<file path="config.mk">
export PLATFORM = sky130hd
export DESIGN_NAME = signed_bin2bcd_seq
export DESIGN_NICKNAME = d
export VERILOG_FILES = /design/src/rtl/signed_bin2bcd_seq.sv
export SDC_FILE = /design/constraint.sdc
export NUM_CORES = 1
export LEC_CHECK = 0
export BUFFER_PORTS_ARGS = -buffer_cell sky130_fd_sc_hd__buf_2
export CAP_MARGIN = 20
export CORE_MARGIN = 5
export CORE_UTILIZATION = 60
export DETAILED_ROUTE_END_ITERATION = 6
export GPL_TIMING_DRIVEN = 0
export PLACE_DENSITY = 0.94
export SYNTH_ARGS = -nofsm -noshare
export SYNTH_HDL_FRONTEND = slang
export SYNTH_HIERARCHICAL = 1
export SYNTH_SLANG_ARGS = --single-unit
</file>
<file path="constraint.sdc">
create_clock -name i_Clk -period 2.5 [get_ports i_Clk]
set_input_delay 0 -clock i_Clk [delete_from_list [all_inputs] [get_ports i_Clk]]
set_output_delay 0 -clock i_Clk [all_outputs]
set_load 0.01 [all_outputs]
</file>
<file path="src/rtl/signed_bin2bcd_seq.sv">
// Sequential signed/unsigned binary-to-BCD converter (double dabble, one bit per clock).
// Start/busy/done handshake; sign and BCD outputs only move on completion or reset.

module signed_bin2bcd_seq_dig (
  input  logic [3:0] i_Nib,
  output logic [3:0] o_Nib
);
  assign o_Nib = (i_Nib >= 4'd5) ? i_Nib + 4'd3 : i_Nib;
endmodule

module signed_bin2bcd_seq #(
  parameter int WIDTH  = 8,
  parameter int DIGITS = 3,
  parameter bit SIGNED = 1'b1
) (
  input  logic                  i_Clk,
  input  logic                  i_Rst,
  input  logic                  i_Start,
  input  logic [WIDTH-1:0]      i_Val,
  output logic                  o_Busy,
  output logic                  o_Done,
  output logic                  o_Sign,
  output logic [4*DIGITS-1:0]   o_Bcd
);
  localparam int BW = 4*DIGITS;
  localparam int SW = BW + WIDTH;
  localparam int CW = $clog2(WIDTH+1);

  function automatic logic [63:0] pow10(input int n);
    logic [63:0] r;
    r = 64'd1;
    for (int i = 0; i < n; i++) r = r * 64'd10;
    return r;
  endfunction

  // Largest magnitude that must be representable: |-2^(W-1)| when signed.
  localparam logic [63:0] MAXMAG = SIGNED ? (64'd1 << (WIDTH-1))
                                          : ((64'd1 << WIDTH) - 64'd1);

  generate
    if (WIDTH < 2 || WIDTH > 32) begin : g_bad_width
      $error("signed_bin2bcd_seq: WIDTH must be 2..32");
    end
    if (pow10(DIGITS) <= MAXMAG) begin : g_bad_digits
      $error("signed_bin2bcd_seq: DIGITS too small for WIDTH");
    end
  endgenerate

  typedef enum logic {S_IDLE, S_SHIFT} state_t;

  state_t          state_q, state_d;
  logic [CW-1:0]   cnt_q, cnt_d;
  logic [SW-1:0]   sr_q, sr_d;
  logic            sign_q, sign_d;
  logic            busy_q, busy_d;
  logic            done_q, done_d;
  logic            osign_q, osign_d;
  logic [BW-1:0]   bcd_q, bcd_d;

  logic [BW-1:0]   bcd_adj;
  logic [SW-1:0]   sr_shift;
  logic [WIDTH-1:0] mag;
  logic            neg;

  genvar g;
  generate
    for (g = 0; g < DIGITS; g++) begin : g_dig
      signed_bin2bcd_seq_dig u_dig (
        .i_Nib (sr_q[WIDTH+4*g +: 4]),
        .o_Nib (bcd_adj[4*g +: 4])
      );
    end
  endgenerate

  assign sr_shift = {bcd_adj, sr_q[WIDTH-1:0]} << 1;
  assign neg      = SIGNED && i_Val[WIDTH-1];
  assign mag      = neg ? (~i_Val + WIDTH'(1)) : i_Val;

  always_comb begin
    state_d = state_q;
    cnt_d   = cnt_q;
    sr_d    = sr_q;
    sign_d  = sign_q;
    busy_d  = busy_q;
    done_d  = 1'b0;
    osign_d = osign_q;
    bcd_d   = bcd_q;
    case (state_q)
      S_IDLE: begin
        if (i_Start) begin
          sign_d  = neg;
          sr_d    = {{BW{1'b0}}, mag};
          cnt_d   = CW'(WIDTH);
          busy_d  = 1'b1;
          state_d = S_SHIFT;
        end
      end
      S_SHIFT: begin
        sr_d  = sr_shift;
        cnt_d = cnt_q - CW'(1);
        if (cnt_q == CW'(1)) begin
          bcd_d   = sr_shift[SW-1:WIDTH];
          osign_d = sign_q;
          done_d  = 1'b1;
          busy_d  = 1'b0;
          state_d = S_IDLE;
        end
      end
    endcase
  end

  always_ff @(posedge i_Clk) begin
    if (i_Rst) begin
      state_q <= S_IDLE;
      cnt_q   <= '0;
      sr_q    <= '0;
      sign_q  <= 1'b0;
      busy_q  <= 1'b0;
      done_q  <= 1'b0;
      osign_q <= 1'b0;
      bcd_q   <= '0;
    end else begin
      state_q <= state_d;
      cnt_q   <= cnt_d;
      sr_q    <= sr_d;
      sign_q  <= sign_d;
      busy_q  <= busy_d;
      done_q  <= done_d;
      osign_q <= osign_d;
      bcd_q   <= bcd_d;
    end
  end

  assign o_Busy = busy_q;
  assign o_Done = done_q;
  assign o_Sign = osign_q;
  assign o_Bcd  = bcd_q;
endmodule

</file>
==> results of run 1 <==
## sequential cells by signal, summed over array words and instances (netlist names)
signal / count
o_Sign: 1
sign_q: 1
cnt_q: 4
o_Done: 1
state_q: 1
o_Busy: 1
sr_q: 20
o_Bcd: 12
## area by class of cell
| cell class | instances | area share [%] |
|---|---|---|
| multi-input cells | 159 | 46.19 |
| flip-flops and latches | 41 | 36.20 |
| repair buffers | 31 | 8.389 |
| plain buffers | 14 | 2.649 |
| well taps | 44 | 2.428 |
| clock buffers | 8 | 2.152 |
| inverters | 12 | 1.987 |
## critical path, stage by stage
cell and delay [ps]:
sky130_fd_sc_hd__dlygate4sd3_1 530, sky130_fd_sc_hd__buf_2 140, sky130_fd_sc_hd__or3_1 370, sky130_fd_sc_hd__nor3_1 320, sky130_fd_sc_hd__dlygate4sd3_1 600, sky130_fd_sc_hd__o221ai_1 90
## per-stage QoR
stage               area (µm²)  setup slack (ps)  power [W]
detailed placement        2148             851.0  0.0008301
global placement          2148             855.5  0.0008244
CTS                       2267             753.0   0.001151
finish                    2267             663.3   0.001148
global route              2267             581.0   0.001201
floorplan                 1973              1172  0.0007878
## cells in the final DEF, fill, tap and decap left out, types with 2 or more instances in the layout
cell and n:
sky130_fd_sc_hd__a21oi_1 21, sky130_fd_sc_hd__a21oi_2 4, sky130_fd_sc_hd__a22o_1 13, sky130_fd_sc_hd__a31oi_1 2, sky130_fd_sc_hd__buf_1 4, sky130_fd_sc_hd__buf_2 30, sky130_fd_sc_hd__clkbuf_1 7, sky130_fd_sc_hd__clkbuf_4 5
sky130_fd_sc_hd__dfxtp_1 41, sky130_fd_sc_hd__dlygate4sd3_1 7, sky130_fd_sc_hd__ha_1 9, sky130_fd_sc_hd__inv_1 11, sky130_fd_sc_hd__mux2i_1 6, sky130_fd_sc_hd__nand2_1 16, sky130_fd_sc_hd__nand2b_1 7, sky130_fd_sc_hd__nor2_1 25
sky130_fd_sc_hd__nor2b_1 3, sky130_fd_sc_hd__nor3_1 4, sky130_fd_sc_hd__nor3b_1 15, sky130_fd_sc_hd__o21ai_0 4, sky130_fd_sc_hd__o21ai_1 2, sky130_fd_sc_hd__o31ai_1 2, sky130_fd_sc_hd__or3_1 2, sky130_fd_sc_hd__xnor2_1 4
## power by group through the flow
stage	clock network (W)	registers, W	logic, W
5_1_grt	0.000356	0.000688	0.000157
3_3_place_gp	0	0.000699	0.000126
3_5_place_dp	0	0.000699	0.000131
6_report	0.000322	0.000685	0.000141
2_1_floorplan	0	0.000697	0.0000909
4_1_cts	0.000327	0.000685	0.000139
## worst paths after layout
check | from | to | cells after the start
max | i_Val[4] | sr_q[5] | 6
min | i_Rst | sr_q[6] | 4
max reg2reg | cnt_q[1] | o_Bcd[10] | 5
min reg2reg | sr_q[2] | sr_q[3] | 2
## routing by layer
layer  up-vias  wire length, µm  share of wire (%)  global-route usage (%)
li1        876                -                  -                       -
met1       840             1935                 44                   23.57
met2        40             2184                 50                   40.12
met3         8              182                4.1                   5.657
met4         0               96                2.2                   9.873
met5         -                0                  0                       0
==> metrics list, run 1 <==
- Via count of the first global-routing pass: 1694
- Share of final-layout standard cells stronger than drive strength 1: 16.23%
* First-pass GRT wire length: 7.507 mm
- Setup slack on the worst reg-to-reg path comes out at 860 ps.
- Internal power summed over all cells: 0.0008403 W
* Synthesis-to-layout area growth: 14.90%
- The final layout contains 284 nets.
- The count of buffers added on input and output ports is 24.
* Part of the total power dissipated in the clock network: 28.0%
- In this run the power density over the cells is 506.2 mW/mm².
- For this run, the top clock speed supported by timing is 0.5445 GHz.
- Global routing consumed, over all layers together, 21.97% of the routing resources.
- Registers are responsible for 59.7% of the overall power.
- Combined area of the multi-input logic cells: 0.001047 mm²
* Critical path required time: 2730 ps
- Net switching power: 0.0003073 W
* Remaining number of nets flagged by the antenna check after routing: 0
- Instance count after placement with tap cells included: 294
* Number of post-CTS setup repair buffers: 0
- The Yosys step of the flow raised 6 warnings.
- Die footprint: 0.004535 mm²
- Clock tree from TritonCTS: built
- For the pin with the worst max-slew slack, the measured transition is 534.2 ps.
- The sequential cells in the finished layout cover a total of 820.8 µm².
* Resize count post-CTS: 0
* Critical Path Source Type: input port
- IO Pins: 26
- Counting the fill cells in the layout gives 261.
- Average footprint of a synthesized cell: 8.731 µm²
- For this run, the share of the core covered by cells in the final layout is 73.06%.
- Across all layers, the routed design uses 1764 vias.
- After technology mapping, the gate count stands at 226.
* Starting DRT DRC Count: 98
* Total CTS buffers: 5
- Crit Path Max Fanout: 3
- WL/cell: 14.23 µm
* Placeable core region: 0.003103 mm²
- The initial utilization of the core area, before any placement, comes to 63.59%.
- Chip Height: 67.35 µm
- The repair_antennas step left the layout with diodes totalling 0.
- After detailed routing, the number of remaining DRC violations is 0.
- The congestion estimate from routability-driven global placement came to 0.8236.
* CTS sink cnt: 41
- Wires add up to 4.398 mm.
- Horizontal die dimension: 67.35 µm
* Type of the worst min-delay path: in2reg
* Maximum number of pins on one net before global-route repair: 12
- Number of hold-slack violations in the final timing report: 0
- Data arrives at the worst endpoint at 2060 ps.
- Via-to-Cell Ratio: 5.709
- Clock Tree Buf Depth: 2
- Lkg Pwr: 0.9448 nW
* Type of the worst setup path: in2reg
* Clock Tree Root: sky130_fd_sc_hd__clkbuf_4
- Initial antenna violation count: 0
- CTS clk-pin slew, worst paths: 110 ps
- For this run, the detailed router's first-pass iteration total came to 4.
* CTS hold repair buffers: 7
- STA classifies the critical path endpoint as a flop.
* Final Cycle Share: 73.47%
- Setup total negative slack on the finished layout was measured at 0 ps.
- Of the total power, combinational logic draws 12.3%.
- Syn nets: 246
- Setup-violating endpoint count in the final report: 0
* Hold_ws: 76.61 ps
- Post-layout minimum cycle time: 1837 ps
- Max-cap violations: 0
- Relative max-transition margin: 64.22%
* FP Rows: 20
- RSZ-0062 raised after global routing: false
* Final HPWL DP: 3.119 mm
- The total overflow left after global routing is 0.
- Run status: finished, final reports clean
* Proportion of total power due to net switching: 26.78%
- For the worst-skew pair, the clock arrives at the later sink with an insertion delay of 350 ps.
- Non-filler instance count after layout: 309
* H-tree Lvls: 2
- The count of pins over their slew limit is 0.
- On the final layout, the worst clock skew is 7.941 ps.
* Maximum vdd drop: 0.0002856 V
* Synthesized area: 0.001973 mm²
Power figures use the tool's default switching activity.
==> run 2: changes to the inputs <==
- CORE_UTILIZATION: 60 -> 57
- PLACE_DENSITY: 0.94 -> 0.91
- clock period: 2.5 -> 1.91 ns (I/O delays scaled with it)
==> metrics list, run 2 (synthesized netlist as in run 1, its figures left out) <==
- Run status: finished, final reports clean
* Critical path required time: 2190 ps (-540 ps)
- The leakage power was 0.9444 nW (about the same).
* Clock Tree Buf Depth: 2 (unchanged)
- Post-route setup TNS: 0 ps (unchanged)
- The iteration-0 DRC count of the detailed router was 72 (-27%).
* Smallest setup slack after layout: 209.5 ps (-453.8 ps)
* Crit Path Max Fanout: 10 (+7)
* Share of final-layout standard cells stronger than drive strength 1: 17.56% (+1.3 points)
- Type of the worst setup path: reg2reg
- The final routed wirelength across all metal layers is 4.056 mm (-7.8%).
- GRT Util Overall: 19.22% (-2.8 points)
* Effective utilization at floorplan: 59.13% (-4.5 points)
* Port bufs: 24 (unchanged)
- The number of max-cap violations is 0 (unchanged).
- The clock buffer count from CTS is 5 (unchanged).
- Largest register FFs: 20 (unchanged)
- CTS sink cnt: 41 (unchanged)
* Clock Tree Root: sky130_fd_sc_hd__clkbuf_4
- The total setup violations reported at the end of the flow was 0 (unchanged).
* FP Rows: 21 (+5.0%)
* Fin Clk Skew: 8.990 ps (+1.049 ps)
- Placeable core region: 0.003337 mm² (+7.5%)
- Maximum number of pins on one net before global-route repair: 13 (+1)
* Overflow left after global routing: 0 (unchanged)
- The slowest stage of the critical path belongs to the cell sky130_fd_sc_hd__a31oi_1.
- Filler cells: 267 (+2.3%)
- Top library cells by usage in the layout, fill and taps aside: 41 x sky130_fd_sc_hd__dfxtp_1, 30 x sky130_fd_sc_hd__buf_2, 25 x sky130_fd_sc_hd__nor2_1
- CTS hold repair buffers: 4 (-3)
* Number of nets at the end of the flow: 281 (-1.1%)
- The H-tree depth is 2 (unchanged).
* WL/cell: 13.17 µm (-7.5%)
- FF-to-FF setup slack: 210 ps (-650 ps)
- The post-placement cell count came to 296 (+0.68%).
- Hold Path Stages: 3 (-1)
* Clock tree from TritonCTS: built
- Clock latency at the later pin of the worst-skew pair: 340 ps (about the same)
- Initial antenna violation count: 0 (unchanged)
* Worst Setup End Kind: flop
* Horizontal die dimension: 68.84 µm (+2.2%)
* Drt drc: 0 (unchanged)
- Via count of the first global-routing pass: 1598 (-5.7%)
- The pre-CTS worst setup slack came to 263.0 ps (-588.0 ps).
- Total iterations of the first detailed-routing run: 4 (unchanged)
- The startpoint identified for the worst register-to-register timing path is cnt_q[1].
- The number of gates resized after cts is 0 (unchanged).
* Vias after detailed routing: 1655 (-6.2%)
* Synthesis-to-layout area growth: 14.58%
- RSZ-0062 raised after global routing: false
- Combined area of the multi-input logic cells: 0.001047 mm² (unchanged)
* Via-to-Cell Ratio: 5.373 (-5.9%)
* Startpoint of the tightest hold check path: i_Val[1]
* Maximum clock frequency: 0.5881 GHz
- FF/Latch Area: 820.8 µm² (unchanged)
- Final HPWL DP: 2.948 mm (-5.5%)
- The count of nets left with antenna violations after detail routing is 0 (unchanged).
- The tightest slew margin relative to the limit came to 59.65% (-4.6 points).
* Worst endpoint data arrival time: 1980 ps (-80 ps)
- The clock slew at the register clock pins of the worst setup and hold paths is 120 ps (about the same).
* Number of pins with negative max-slew slack in the final report: 0 (unchanged)
- The library cell used most frequently in the layout, excluding fill and tap cells, is sky130_fd_sc_hd__dfxtp_1.
- The post-route cell area came to 0.002261 mm² (-0.28%).
- Worst-Margin Slew: 602.5 ps (+68.31 ps)
* Post-layout minimum cycle time: 1700 ps
- GPL Wtd Cong: 0.8600 (+4.4%)
- Top reg by flops: sr_q
* Number of post-CTS setup repair buffers: 0 (unchanged)
- In this run the critical register-to-register path is captured at state_q.
* R2R cell count: 5 (unchanged)
* Dpl cell area: 0.002151 mm² (+0.12%)
* Die footprint: 0.004738 mm² (+4.5%)
- Final Cycle Share: 89.03%
- The number of antenna repair diodes came to 0 (unchanged).
- Largest stage delay, worst path: 520 ps (-80 ps)
* Non-filler instance count after layout: 308 (-0.32%)
- Maximum vdd drop: 0.0004479 V (+57%)
- Power density over the cells: 687.1 mW/mm² (+36%)
- The path with the worst hold slack has its endpoint at sr_q[5].
* Cell-by-cell trace of the critical path: inv_1 -> ha_1 -> a31oi_1 -> buf_2 -> nor2b_1
- First-pass GRT wire length: 6.962 mm (-7.3%)
* Critical Path Source Type: flop
- The height of the die was 68.84 µm (+2.2%).
- IO Pins: 26 (unchanged)
- Number of hold-slack violations in the final timing report: 0 (unchanged)
- Type of the worst min-delay path: in2reg
## run 2: power breakdown
group | internal, W | switching [W] | leakage [nW]
combinational | 0.0000701 | 0.000108 | 0.570
sequential | 0.000880 | 0.0000162 | 0.333
clock | 0.000214 | 0.000266 | 0.0413
## run 2: routing by layer
layer  global-route usage (%)  vias to the layer above  wire (µm)
met4                    4.380                        0         38
met2                    33.61                       30       1931
met3                    4.538                        4        143
met1                    23.83                      755       1943
met5                        0                        -          0
li1                         -                      866          -
## run 2: final cells by class
cell class / instances / share of cell area, %
Multi-Input combinational cell: 159 / 46.32
Tap cell: 46 / 2.546
Inverter: 12 / 1.992
Clock buffer: 7 / 2.878
Buffer: 14 / 2.656
Timing Repair Buffer: 28 / 7.084
Clock inverter: 1 / 0.2214
Sequential cell: 41 / 36.30
## run 2: stage by stage
stage               total power (W)  utilization (%)  hold WS (ps)
floorplan                  0.001031                -         136.0
global placement           0.001080            64.45         297.5
detailed placement         0.001085            64.45         309.9
CTS                        0.001565            67.75         5.204
global route               0.001632            67.75         34.42
finish                     0.001554            67.75         16.85
## run 2: how the worst max path moves through the flow
stage,endpoint,cells after the start,startpoint,slack [ps]
after floorplan,o_Bcd[0],5,cnt_q[1],580
final,state_q,5,cnt_q[1],210
after global routing,state_q,5,cnt_q[1],110
after CTS,o_Bcd[2],5,cnt_q[1],240
after global placement,state_q,5,cnt_q[1],250
after detailed placement,o_Sign,5,cnt_q[1],260
## run 2: critical path, delay by kind of cell, from the launching register on
| kind | cells | cell delay, ps |
|---|---|---|
| flops | 1 | 350 |
| simple gates | 1 | 170 |
| buf+inv | 2 | 410 |
| fa+ha+maj | 1 | 190 |
| compound gates | 1 | 520 |
==> run 3: changes to the inputs <==
- ABC_AREA: not set -> 1
==> metrics list, run 3 <==
* Run status: finished, final reports clean
- Final core utilization: 65.89% (-1.9 points)
- Number of nets at the end of the flow: 332 (+18%)
- On the critical path, the stage with the largest delay is an instance of sky130_fd_sc_hd__dfxtp_1.
* Overflow left after global routing: 0 (unchanged)
* Proportion of total power due to net switching: 25.16% (+0.057 points)
* Maximum clock frequency: 0.7128 GHz (+21%)
* Placeable core region: 0.003606 mm² (+8.1%)
- The number of global-route vias before repair came to 1732 (+8.4%).
- H-tree Lvls: 2 (unchanged)
* Worst endpoint data arrival time: 1630 ps (-350 ps)
- Total inserted antenna cells: 0 (unchanged)
- Sum of routed wire length over all layers: 4.486 mm (+11%)
* Portion of total power attributed to sequential cells: 52.3% (-5.4 points)
- Average footprint of a synthesized cell: 7.435 µm² (-15%)
- The worst hold path terminates at sr_q[7].
- Clock Tree Root: sky130_fd_sc_hd__clkbuf_8
* FF-to-FF setup slack: 510 ps (+300 ps)
- The library cell used most frequently in the layout, excluding fill and tap cells, is sky130_fd_sc_hd__nand2_1.
- Clock latency at the later pin of the worst-skew pair: 300 ps (-40 ps)
- The cell area after synthesis was 0.002074 mm² (+5.1%).
* Post-route setup TNS: 0 ps (unchanged)
- Synth warnings: 6 (unchanged)
* Lkg Pwr: 1.041 nW (+10%)
- The via total after detailed routing came to 1919 (+16%).
- Synthesis-to-layout area growth: 14.54% (about the same)
- CTS sink cnt: 41 (unchanged)
- The post-route cell area came to 0.002376 mm² (+5.1%).
* IO Pins: 26 (unchanged)
- Ranked by flip-flop count, first place goes to sr_q.
- CTS clk-pin slew, worst paths: 80 ps (-40 ps)
- Critical Path Source Type: flop
* Reg-to-reg critical path endpoint: sr_q[10]
* Filler cells: 319 (+19%)
- RSZ-0062 raised after global routing: false
- The critical path goes through inv_1 -> ha_1 -> nor2_4 -> nor2_4 -> o21ai_2 -> nand2_1 -> a21oi_1.
- The height of the die came to 70.33 µm (+2.2%).
- Worst-Margin Slew: 474.6 ps (-127.9 ps)
* Initial antenna violation count: 0 (unchanged)
* Share of final-layout standard cells stronger than drive strength 1: 21.73% (+4.2 points)
* Clock tree from TritonCTS: built
* Effective utilization at floorplan: 57.53% (-1.6 points)
- Top library cells by usage in the layout, fill and taps aside: 81 x sky130_fd_sc_hd__nand2_1, 41 x sky130_fd_sc_hd__dfxtp_1, 27 x sky130_fd_sc_hd__nand3_1
- The total setup buffers inserted after CTS was 0 (unchanged).
* Dpl cell area: 0.002255 mm² (+4.8%)
- The startpoint identified for the worst hold timing path is i_Val[6].
* Fin Clk Skew: 6.704 ps (-2.286 ps)
- Horizontal die dimension: 70.33 µm (+2.2%)
- Via-to-Cell Ratio: 5.316 (-1.1%)
* Count of buffering cells on the critical path with inverters included: 1 (-1)
- Metal3 WL: 193 µm (+35%)
- The maximum buffer depth of the clock tree was 2 (unchanged).
- The critical path in this run is classified as reg2reg.
- Worst Setup End Kind: flop
- The maximum vdd ir drop came to 0.0004325 V (-3.5%).
- Cell mode on critical path: sky130_fd_sc_hd__nor2_4
- Starting DRT DRC Count: 120 (+67%)
- The final hold violation count was 0 (unchanged).
- The number of optimization iterations in the first detailed-route pass is 4 (unchanged).
- Metal-1 WL: 1.906 mm (-1.9%)
- The count of nets left with antenna violations after detail routing was 0 (unchanged).
- The die area came to 0.004946 mm² (+4.4%).
- The total routing usage reported by global routing came to 18.38% (-0.84 points).
- Port bufs: 24 (unchanged)
* Hold Path Stages: 4 (+1)
* Final Cycle Share: 73.46% (-16 points)
- The delay of the slowest cell on the worst path was 410 ps (-110 ps).
- The routed length per placed instance came to 12.43 µm (-5.6%).
- Max-cap violations: 0 (unchanged)
* Setup-violating endpoint count in the final report: 0 (unchanged)
- The combinational cell fraction of total power came to 10.8% (-0.7 points).
- Part of the total power dissipated in the clock network: 36.9% (+6.0 points)
- The highest layer touched by signal routing is met4.
* FP Rows: 22 (+4.8%)
- The smallest setup slack after layout is 507.0 ps (+297.5 ps).
- The number of nets produced by synthesis is 299 (+22%).
- The internal power summed over all cells was 0.001275 W (+9.5%).
- The synthesized instance count came to 279 (+23%).
- The met2 routed wirelength came to 2.279 mm (+18%).
- R2R cell count: 7 (+2)
- The switching power was 0.0004286 W (+9.9%).
- First-pass GRT wire length: 7.417 mm (+6.5%)
* Dpl ws: 548.5 ps (+285.5 ps)
- The kind of cell with the highest combined delay along the critical path is flip-flops.
- Total Power: 0.001703 W (+9.6%)
* Type of the worst min-delay path: in2reg
- The power density over the cells is 716.8 mW/mm² (+4.3%).
- The DRC violation count after routing came to 0 (unchanged).
- Crit Reg-Reg Startpoint: sr_q[8]
* Relative max-transition margin: 68.36% (+8.7 points)
* Post-layout minimum cycle time: 1403 ps (-297.5 ps)
- Number of pins with negative max-slew slack in the final report: 0 (unchanged)
* GPL Wtd Cong: 0.9334 (+8.5%)
- The detailed placer's ending HPWL came to 3.240 mm (+9.9%).
* Critical path required time: 2130 ps (-60 ps)
- The maximum net fanout on the critical path was 5 (-5).
- The largest net degree at the start of global routing came to 13 (unchanged).
- The flip-flop count of the largest register, all copies and words added came to 20 (unchanged).
- Total CTS buffers: 5 (unchanged)
run 3: timing repair:
item | 4_1_cts | 5_1_grt
gates resized for setup | 0 | 0
hold buffers | 2 | 0
hold endpoints to repair | 3 | 0
run 3: tightest hold or removal path, cell delays in order:
cell and delay [ps]:
sky130_fd_sc_hd__buf_2 100, sky130_fd_sc_hd__nor2_1 40, sky130_fd_sc_hd__nand3b_1 90, sky130_fd_sc_hd__a21oi_1 70
run 3: layer usage:
metal	global-route usage [%]	vias to the layer above
met2	32.85	43
li1	-	972
met4	7.447	0
met1	20.52	893
met5	0	-
met3	4.604	11
run 3: power by group through the flow:
stage	clock (W)	sequential (W)	combinational, W
final	0.000628	0.000891	0.000185
after global routing	0.000665	0.000894	0.000206
after CTS	0.000632	0.000891	0.000181
after detailed placement	0	0.000910	0.000177
after global placement	0	0.000910	0.000170
after floorplan	0	0.000909	0.000127
run 3: final cells by class:
type	count	area (µm²)	share of cell area, %
buffer	11	81.33	3.423
tap	48	60.06	2.528
sequential	41	820.8	34.54
multi-input combinational	201	1072	45.13
inverter	26	100.1	4.213
timing repair buffer	26	140.1	5.898
clock inverter	1	5.005	0.2106
clock buffer	7	96.34	4.055
run 3: worst max path at each step:
stage,slack (ps),to,depth (start not counted),startpoint
global placement,570,sr_q[14],7,sr_q[12]
finish,510,sr_q[10],7,sr_q[8]
floorplan,700,sr_q[10],7,sr_q[8]
CTS,520,sr_q[10],7,sr_q[8]
global route,400,sr_q[10],7,sr_q[8]
detailed placement,550,sr_q[12],7,sr_q[8]
run 3: per-stage QoR:
step	hold WS, ps	instances
2_1_floorplan	69.41	279
3_3_place_gp	237.9	351
3_5_place_dp	248.9	351
6_report	50.55	361
4_1_cts	53.19	361
5_1_grt	73.70	361
